--- src/rtl/gates4a_sweep_pkg.sv ---
// Shared constants, state encodings and helpers for the gates4a sweep sequencer.
package gates4a_sweep_pkg;

  // Number of input patterns, pattern width and gate output width
  localparam int unsigned NPAT = 16;
  localparam int unsigned AW   = 4;
  localparam int unsigned YW   = 6;
  localparam int unsigned PW   = 8;

  // FSM encodings kept as plain constants for compatibility with older tools
  localparam logic [1:0] StIdle = 2'd0;
  localparam logic [1:0] StRun  = 2'd1;
  localparam logic [1:0] StDone = 2'd2;

  // Dwell counter width: ceil(log2(dwell)), never less than one bit
  function automatic int unsigned ctr_width(input int unsigned dwell);
    return (dwell > 1) ? $clog2(dwell) : 1;
  endfunction

endpackage

--- src/rtl/gates4a_sweep_if.sv ---
// Control, pattern and result-store signals between the sweep sequencer and its users.
interface gates4a_sweep_if;
  import gates4a_sweep_pkg::*;

  logic          start;
  logic          step;
  logic          cont;
  logic [YW-1:0] y;
  logic [AW-1:0] a;
  logic          busy;
  logic          done;
  logic [PW-1:0] passes;
  logic [AW-1:0] rd_addr;
  logic [YW-1:0] rd_data;

  // Master drives control, gate output and read address; slave is the sequencer
  modport master (
    output start, step, cont, y, rd_addr,
    input  a, busy, done, passes, rd_data
  );

  modport slave (
    input  start, step, cont, y, rd_addr,
    output a, busy, done, passes, rd_data
  );

endinterface

--- src/rtl/gates4a_dwell_ctr.sv ---
// Dwell counter: counts cycles a pattern is held and flags the last one.
module gates4a_dwell_ctr
  import gates4a_sweep_pkg::*;
#(
  parameter int unsigned DWELL = 100
) (
  input  logic clk,
  input  logic clr,
  input  logic en,
  input  logic load0,
  output logic last
);

  localparam int unsigned   CW      = ctr_width(DWELL);
  localparam logic [CW-1:0] LastVal = CW'(DWELL - 1);

  logic [CW-1:0] cnt_q, cnt_d;

  // With DWELL=1 LastVal is 0, so the counter never leaves 0 and every enabled cycle is last
  assign last = en && (cnt_q == LastVal);

  // Next count: clear on load or wrap, otherwise advance while enabled
  always_comb begin
    cnt_d = cnt_q;
    if (load0) begin
      cnt_d = '0;
    end else if (en) begin
      cnt_d = last ? '0 : cnt_q + 1'b1;
    end
  end

  // Counter register with synchronous clear
  always_ff @(posedge clk) begin
    if (clr) begin
      cnt_q <= '0;
    end else begin
      cnt_q <= cnt_d;
    end
  end

endmodule

--- src/rtl/gates4a_sweep.sv ---
// Stimulus sequencer and result capture for the gates4a reduction-gate block.
// Steps a through all patterns, holds each for DWELL cycles and stores y on the last one.
module gates4a_sweep
  import gates4a_sweep_pkg::*;
#(
  parameter int unsigned DWELL = 100
) (
  input logic            clk,
  input logic            clr,
  gates4a_sweep_if.slave bus
);

  localparam logic [AW-1:0] LastPat = AW'(NPAT - 1);
  localparam logic [PW-1:0] PassMax = '1;

  logic [1:0]    state_q, state_d;
  logic [AW-1:0] a_q, a_d;
  logic          cont_q, cont_d;
  logic [PW-1:0] passes_q, passes_d;
  logic [YW-1:0] mem_q [NPAT];
  logic [YW-1:0] rd_data_q;

  logic run;
  logic start_go;
  logic step_go;
  logic last;
  logic wr_en;

  assign run      = (state_q == StRun);
  assign start_go = bus.start && !run;
  // start has priority over step in the same cycle
  assign step_go  = bus.step && !run && !bus.start;

  gates4a_dwell_ctr #(
    .DWELL(DWELL)
  ) u_dwell (
    .clk  (clk),
    .clr  (clr),
    .en   (run),
    .load0(start_go),
    .last (last)
  );

  // Next-state: sweep start, manual step, or end-of-dwell advance
  always_comb begin
    state_d  = state_q;
    a_d      = a_q;
    cont_d   = cont_q;
    passes_d = passes_q;
    wr_en    = 1'b0;
    if (start_go) begin
      state_d = StRun;
      a_d     = '0;
      cont_d  = bus.cont;
    end else if (step_go) begin
      wr_en = 1'b1;
      a_d   = a_q + 1'b1;
    end else if (run && last) begin
      wr_en = 1'b1;
      if (a_q != LastPat) begin
        a_d = a_q + 1'b1;
      end else begin
        passes_d = (passes_q == PassMax) ? passes_q : passes_q + 1'b1;
        if (cont_q) begin
          a_d = '0;
        end else begin
          state_d = StDone;
        end
      end
    end
  end

  // Control registers
  always_ff @(posedge clk) begin
    if (clr) begin
      state_q  <= StIdle;
      a_q      <= '0;
      cont_q   <= 1'b0;
      passes_q <= '0;
    end else begin
      state_q  <= state_d;
      a_q      <= a_d;
      cont_q   <= cont_d;
      passes_q <= passes_d;
    end
  end

  // Result store and registered read port; a same-cycle read sees the old entry
  always_ff @(posedge clk) begin
    if (clr) begin
      for (int i = 0; i < NPAT; i++) begin
        mem_q[i] <= '0;
      end
      rd_data_q <= '0;
    end else begin
      if (wr_en) begin
        mem_q[a_q] <= bus.y;
      end
      rd_data_q <= mem_q[bus.rd_addr];
    end
  end

  assign bus.a       = a_q;
  assign bus.busy    = run;
  assign bus.done    = (state_q == StDone);
  assign bus.passes  = passes_q;
  assign bus.rd_data = rd_data_q;

endmodule

--- src/flat_wrapper.sv ---
// flat-port wrapper written by rule: the top's interface ports become plain ports
module gates4a_sweep_flat import gates4a_sweep_pkg::*;
#(
  parameter int unsigned DWELL = 100
)
  (clk, clr, bus_start, bus_step, bus_cont, bus_y, bus_rd_addr, bus_a, bus_busy, bus_done, bus_passes, bus_rd_data);
  gates4a_sweep_if bus_i ();
  input logic clk;
  input logic clr;
  input wire logic [$bits(bus_i.start)-1:0] bus_start;
  input wire logic [$bits(bus_i.step)-1:0] bus_step;
  input wire logic [$bits(bus_i.cont)-1:0] bus_cont;
  input wire logic [$bits(bus_i.y)-1:0] bus_y;
  input wire logic [$bits(bus_i.rd_addr)-1:0] bus_rd_addr;
  output wire logic [$bits(bus_i.a)-1:0] bus_a;
  output wire logic [$bits(bus_i.busy)-1:0] bus_busy;
  output wire logic [$bits(bus_i.done)-1:0] bus_done;
  output wire logic [$bits(bus_i.passes)-1:0] bus_passes;
  output wire logic [$bits(bus_i.rd_data)-1:0] bus_rd_data;
  assign bus_i.start = bus_start;
  assign bus_i.step = bus_step;
  assign bus_i.cont = bus_cont;
  assign bus_i.y = bus_y;
  assign bus_i.rd_addr = bus_rd_addr;
  assign bus_a = bus_i.a;
  assign bus_busy = bus_i.busy;
  assign bus_done = bus_i.done;
  assign bus_passes = bus_i.passes;
  assign bus_rd_data = bus_i.rd_data;
  gates4a_sweep #(.DWELL(DWELL)) u_core (.clk(clk), .clr(clr), .bus(bus_i));
endmodule
--- config.mk ---
export PLATFORM = sky130hd
export DESIGN_NAME = gates4a_sweep_flat
export DESIGN_NICKNAME = d
export VERILOG_FILES = /design/src/rtl/gates4a_sweep_pkg.sv /design/src/rtl/gates4a_sweep_if.sv /design/src/rtl/gates4a_dwell_ctr.sv /design/src/rtl/gates4a_sweep.sv /design/src/flat_wrapper.sv
export SDC_FILE = /design/constraint.sdc
export NUM_CORES = 1
export LEC_CHECK = 0
export CORE_ASPECT_RATIO = 0.75
export CORE_UTILIZATION = 50
export CTS_CLUSTER_DIAMETER = 30
export CTS_CLUSTER_SIZE = 20
export DETAILED_ROUTE_END_ITERATION = 10
export PLACE_DENSITY = 0.7
export SYNTH_ARGS = -nofsm -noshare
export SYNTH_HDL_FRONTEND = slang
export SYNTH_SLANG_ARGS = --single-unit
--- constraint.sdc ---
create_clock -name clk -period 2.88 [get_ports clk]
set_input_delay 0.576 -clock clk [delete_from_list [all_inputs] [get_ports clk]]
set_output_delay 0.576 -clock clk [all_outputs]
set_load 0.01 [all_outputs]
==> parameters.txt <==
Parameter                              Value

STA
  Final setup TNS    0 ps
  Slew of the pin with the lowest slew margin    693.8 ps
  Portion of the clock cycle consumed by the worst path in the final layout    87.43%
  Final Max Slew Viols    0
  Worst-case setup margin in the final layout    362.1 ps
  Clock skew    10.49 ps
  Unrepaired setup endpoints after global routing    no
  Count of endpoints failing hold in the final timing report    0
  Number of endpoints failing setup at the final stage    0
  Post-layout min period    2518 ps
  Worst max-slew margin expressed relative to the limit    53.60%
  FMAX    397.2 MHz

Power and ir drop
  Peak supply drop    0.0004371 V
  Total internal power    3.503 mW
  Total power per unit cell area    624.6 nW/um^2
  Gate power share    6.0%
  Power share of the clock group    48.7%
  Switching power summed over all nets    934.4 uW
  Static leakage power    2.512 nW
  Sw Share    21.06%
  Power share of the sequential group    45.3%

Setup path
  Required time of the critical path    2990 ps
  Type of origin of the critical path    flip-flop
  R2R setup slack    360 ps
  End of the critical path    u_core.mem_q[0][5]
  Worst-path cell with the longest stage delay    a2111oi_4
  Maximum single-stage delay on the critical path    590 ps
  Worst R2R Path Depth    4
  Sort of element at the end of the critical path    flip-flop
  Setup Crit Path Kind    flip-flop to flip-flop
  Worst reg2reg startpoint    u_core.u_dwell.cnt_q[2]
  Maximum fanout along the worst path    22
  Crit. Startpoint    u_core.u_dwell.cnt_q[2]
  Arrival time worst endpoint    2630 ps
  R2R Path End    u_core.mem_q[0][5]
  Chain of cells forming the critical path    or4b_4 -> or2_4 -> a2111oi_4 -> or2_2

Logic synthesis
  Synth Net Count    458
  Yosys warns    0
  Syn Inst Count    437
  Fraction of the yosys area taken by sequential cells    57.68%
  Async S/R FF share, synth    0%
  Post-Syn Area per Cell    13.66 sq um
  Main flop type after synthesis    edfxtp_1
  Number of enable flip-flop cells after synthesis    96
  Library cells used by synthesis    48
  Post-synth design cell area    5969 sq um
  Synth Register Bits    124

CTS
  Maximum level of the CTS H-tree    4
  CTS-repair resized insts    0
  Clock tree buffer depth    2
  CTS clock-pin slew for the worst setup and hold paths    60 ps
  Sinks on the clock net    124
  Insertion delay of the later-clocked pin in the worst-skew pair    420 ps
  Post-CTS Setup Inserts    0
  Clock tree root buffer cell    clkbuf_16
  TritonCTS clock tree    done
  Num CTS Buffers    17
  Post-cts hold buffer count    0

Global route
  Global-route wire length before repair    20,380 um
  Aggregate global routing overflow    0
  Vias in the first global route    3,512
  Antenna violations before repair    0
  Total routing usage reported by global routing    22.88%
  Maximum number of pins on one net before global-route repair    30

Detailed routing
  Drt via density    5.646
  DR WL/cell    20.00 um
  Vias    3,670
  Total wire length after detailed routing    13,000 um
  Post-DRT Antenna Nets    0
  First drt pass iteration count    5
  DR iter-0 viols    316
  Routed met3 length    852 um
  Remaining routing DRC violations    0
  Highest metal layer with signal wires    met4
  Length of routed met2 wiring    5703 um
  M1 WL    6315 um

Flow run
  Number of violations of the max-capacitance limit    0

Placement
  Global placement routability congestion    0.8249
  # port buffers    34
  Detail Placement HPWL    8980 um
  Worst-case setup slack after placement    151.5 ps
  DP Area    6499 sq um

Die
  Initial cell density of the core    51.40%
  Die footprint    12,380 sq um
  Die Height    96.63 um
  Die Span X    128.2 um
  Core Box Area    11,610 sq um
  Number of top-level pins    35
  Standard-cell row count    34

Final layout
  Final nets    496
  Top library cells by usage in the layout, fill and taps aside    96 x and2_1, 96 x edfxtp_1, 33 x clkdlybuf4s50_1, 28 x dfxtp_1, 24 x mux4_2
  Area of all sequential standard cells    3443 sq um
  Fraction of layout cells with a size suffix above 1    20.08%
  Area of combinational cells with multiple inputs    2384 sq um
  Final std cell area, no fill    7104 sq um
  Final core area utilization    61.17%
  Fill cell instance count of the final layout    883
  Diodes inserted    0
  P&R area growth vs syn    19.01%

Outcome
  Run status    complete, no violations

Hold path
  Hold Path Class    flip-flop to flip-flop
routing by layer:
metal  up-vias  global-route usage (%)
li1       1699                       -
met1      1830                   35.40
met2       130                   31.31
met3        11                   5.420
met4         0                   7.964
met5         -                       0
through the flow:
step / hold slack, ps / std cells / power [mW]
global route: 490.5 / 650 / 4.562
finish: 477.2 / 650 / 4.437
CTS: 475.5 / 650 / 4.457
detailed placement: 468.1 / 618 / 2.313
floorplan: 443.5 / 437 / 2.198
global placement: 455.7 / 618 / 2.306
how the worst min path moves through the flow:
stage	cells past startpoint	from	end
final	2	u_core.u_dwell.cnt_q[1]	u_core.u_dwell.cnt_q[1]
after floorplan	2	u_core.u_dwell.cnt_q[1]	u_core.u_dwell.cnt_q[1]
after global placement	2	u_core.u_dwell.cnt_q[1]	u_core.u_dwell.cnt_q[1]
after global routing	2	u_core.u_dwell.cnt_q[1]	u_core.u_dwell.cnt_q[1]
after CTS	2	u_core.u_dwell.cnt_q[1]	u_core.u_dwell.cnt_q[1]
after detailed placement	2	u_core.u_dwell.cnt_q[1]	u_core.u_dwell.cnt_q[1]
cells by family (layout without fill, tap and decap cells):
kind of cell	count (synthesis)	in the layout	share of synthesized area, %
and+or+nand+nor	183	183	18.00
DFF	124	124	57.68
AOI/OAI and AO/OA	49	49	8.510
muxes	38	38	11.42
buffers and inverters	32	83	2.389
adders and majority gates	6	6	1.258
xor gates and xnor gates	5	5	0.7337
state kept, by name (all words and copies together), names as in the netlist:
| signal | count |
|---|---|
| u_core.bus.a | 4 |
| u_core.bus.passes | 8 |
| u_core.bus.rd_data | 6 |
| u_core.cont_q | 1 |
| u_core.mem_q | 96 |
| u_core.state_q | 2 |
| u_core.u_dwell.cnt_q | 7 |
worst max-delay path: cells and delay by family, from the launching register on:
family	cells	cell delay, ps
flops	1	350
compound gates	1	590
simple gates	3	1270
power groups by stage:
stage,Sequential [mW],Combinational (mW),Clock (mW)
3_5_place_dp,2.04,0.269,0
3_3_place_gp,2.04,0.263,0
4_1_cts,2.01,0.270,2.18
2_1_floorplan,2.03,0.164,0
5_1_grt,2.01,0.287,2.26
6_report,2.01,0.267,2.16
synthesized netlist by cell type, drive strengths merged, types with 6 or more instances:
cell     n  area share [%]
ha       6             1.3
a211oi  12             3.0
mux4    24             9.1
dfxtp   28             9.4
clkbuf  14            0.88
nand2   21             1.3
nand3   11            0.92
mux2i   13             2.2
and2    96              10
o22ai    6            0.63
a21oi   11            0.92
nor2    11            0.69
edfxtp  96              48
or2     19             2.0
buf     13             1.2
area by class of cell:
cell class	instances	area share, %
Tap cell	162	2.853
Inverter	5	0.2642
Clock buffer	21	6.481
Timing Repair Buffer	46	6.340
Clock inverter	11	2.043
Multi-Input combinational cell	281	33.55
Sequential cell	124	48.47
(Power assumes the default switching activity.)
==> edit (same settings) <==
`DWELL` is set to 100 in 3 places; all go to 150.
--- a/src/rtl/gates4a_dwell_ctr.sv
+++ b/src/rtl/gates4a_dwell_ctr.sv
@@ -3,5 +3,5 @@
   import gates4a_sweep_pkg::*;
 #(
-  parameter int unsigned DWELL = 100
+  parameter int unsigned DWELL = 150
 ) (
   input  logic clk,
--- a/src/rtl/gates4a_sweep.sv
+++ b/src/rtl/gates4a_sweep.sv
@@ -4,5 +4,5 @@
   import gates4a_sweep_pkg::*;
 #(
-  parameter int unsigned DWELL = 100
+  parameter int unsigned DWELL = 150
 ) (
   input logic            clk,
--- a/src/flat_wrapper.sv
+++ b/src/flat_wrapper.sv
@@ -2,5 +2,5 @@
 module gates4a_sweep_flat import gates4a_sweep_pkg::*;
 #(
-  parameter int unsigned DWELL = 100
+  parameter int unsigned DWELL = 150
 )
   (clk, clr, bus_start, bus_step, bus_cont, bus_y, bus_rd_addr, bus_a, bus_busy, bus_done, bus_passes, bus_rd_data);
Function: same outputs for any inputs over 4 cycles, from zero or initial values; that may be too few to reach the edited logic, so the function may still have changed.
==> edit against the unedited design <==
Cell area is 2.9% lower. Die area is 2.5% lower. Count of clock-buffer cells in the layout stayed put. Total power is 1.1% higher. Wire length is 13% higher. Clock skew is 0.00063 ns higher. Setup slack better by 0.079 ns. Synthesized area is 2.5% lower. Global-route usage is 3.5 points higher. Sequential cell count is 1 higher. Non-clock buffer count is 3 higher. Largest cell class unchanged.
==> edit: results (changes against the unedited design) <==
| Metric | Value |
|---|---|
| First-pass DRT Iterations | `6 (+1)` |
| Peak supply drop | `0.4833 mV (+11%)` |
| Iter 0 DRT Violations | `582 (+84%)` |
| Post-Syn Area per Cell | `12.22 um2 (-11%)` |
| Wire length on met3 | `1661 um (+95%)` |
| GPL Wtd Cong | `0.8825 (+7.0%)` |
| Layout cells sized above 1 | `14.58% (-5.5 points)` |
| Commonest cells post-synth | `96 x edfxtp_1, 91 x nor2_1, 41 x nand2_1, 29 x dfxtp_1, 20 x mux4_2` |
| Synth area leaders | `edfxtp_1 50%, dfxtp_1 10%, mux4_2 7.7%` |
| Total GRT Usage | `26.42% (+3.5 points)` |
| Total wire length | `14690 um (+13%)` |
| CP top delay family | `buffers and inverters` |
| Placed insts | `636 (+2.9%)` |
| Cell variety after synth | `52 (+8.3%)` |
| Critical-path top delay cell | `clkdlybuf4s50_1` |
| Post-Synth XOR/XNOR Area | `1.054% (+0.32 points)` |
| Relative slew slack | `47.80% (-5.8 points)` |
| M2 GR Usage | `37.52% (+6.2 points)` |
| Synth Area in Compound Gates | `8.215% (-0.29 points)` |
| Leak | `2.466 nW (-1.8%)` |
| Status | `complete, no violations` |
| Layout Nets | `537 (+8.3%)` |
| CP max FO | `8 (-64%)` |
| GR Util met1 | `38.89% (+3.5 points)` |
| Met3 Use GR | `8.530% (+3.1 points)` |
| Slowest cell delay on critical path | `0.56 ns (-0.03 ns)` |
| Cell Area, Placed | `6297 um2 (-3.1%)` |
| CP Data Arrival Time | `1.86 ns (-0.77 ns)` |
| First-pass GRT wire length | `22630 um (+11%)` |
==> edit: cell count changes after synthesis, moves of 6 or more <==
cell	delta
and3_1	+6
and2_1	-93
and4_1	+6
nand2_1	+20
nor2_1	+80
or2_2	-10
o21ai_0	+7
or2_1	-6
nor3_1	+15
a21o_1	+14
a211oi_2	-8
==> edit: cell type report <==
cell class | instances | area (um2)
Timing Repair Buffer | 49 | 447.9
Clock inverter | 11 | 142.6
Tap cell | 140 | 175.2
Clock buffer | 21 | 460.4
Sequential cell | 125 | 3463
Fill cell | 841 | 4207
Inverter | 7 | 26.28
Multi-Input combinational cell | 315 | 2185
==> edit: cells by family after synthesis <==
kind of cell             after synthesis
AND/OR/NAND/NOR                      199
flip-flops                           125
AO/OA/AOI/OAI                         65
XOR/XNOR                               7
buffers and inverters                 36
adder cells (fa/ha/maj)                7
multiplexers                          37
==> edit: per-stage QoR <==
| stage | setup slack [ns] | hold slack, ns | total power [W] |
|---|---|---|---|
| detailed placement | 0.2313 | 0.4888 | 0.002332 |
| CTS | 0.4323 | 0.4977 | 0.004491 |
| floorplan | 0.9615 | 0.4578 | 0.002214 |
| global placement | 0.3268 | 0.4739 | 0.002323 |
| finish | 0.4406 | 0.5023 | 0.004487 |
| global route | 0.3100 | 0.5513 | 0.004585 |
==> edit: path summary, 6_finish.rpt <==
check                                from  cells past startpoint                  to  slack (ns)
hold reg to reg             u_core.cont_q                      2       u_core.cont_q        0.50
hold / removal              u_core.cont_q                      2       u_core.cont_q        0.50
setup reg to reg  u_core.u_dwell.cnt_q[0]                      6  u_core.mem_q[3][4]        0.69
setup / recovery        u_core.state_q[0]                      3            bus_busy        0.44
==> edit: report_power, final <==
part	internal (W)	switching (W)	total [W]
registers	0.00200	0.0000263	0.00202
clock network	0.00140	0.000786	0.00219
logic	0.000114	0.000163	0.000277
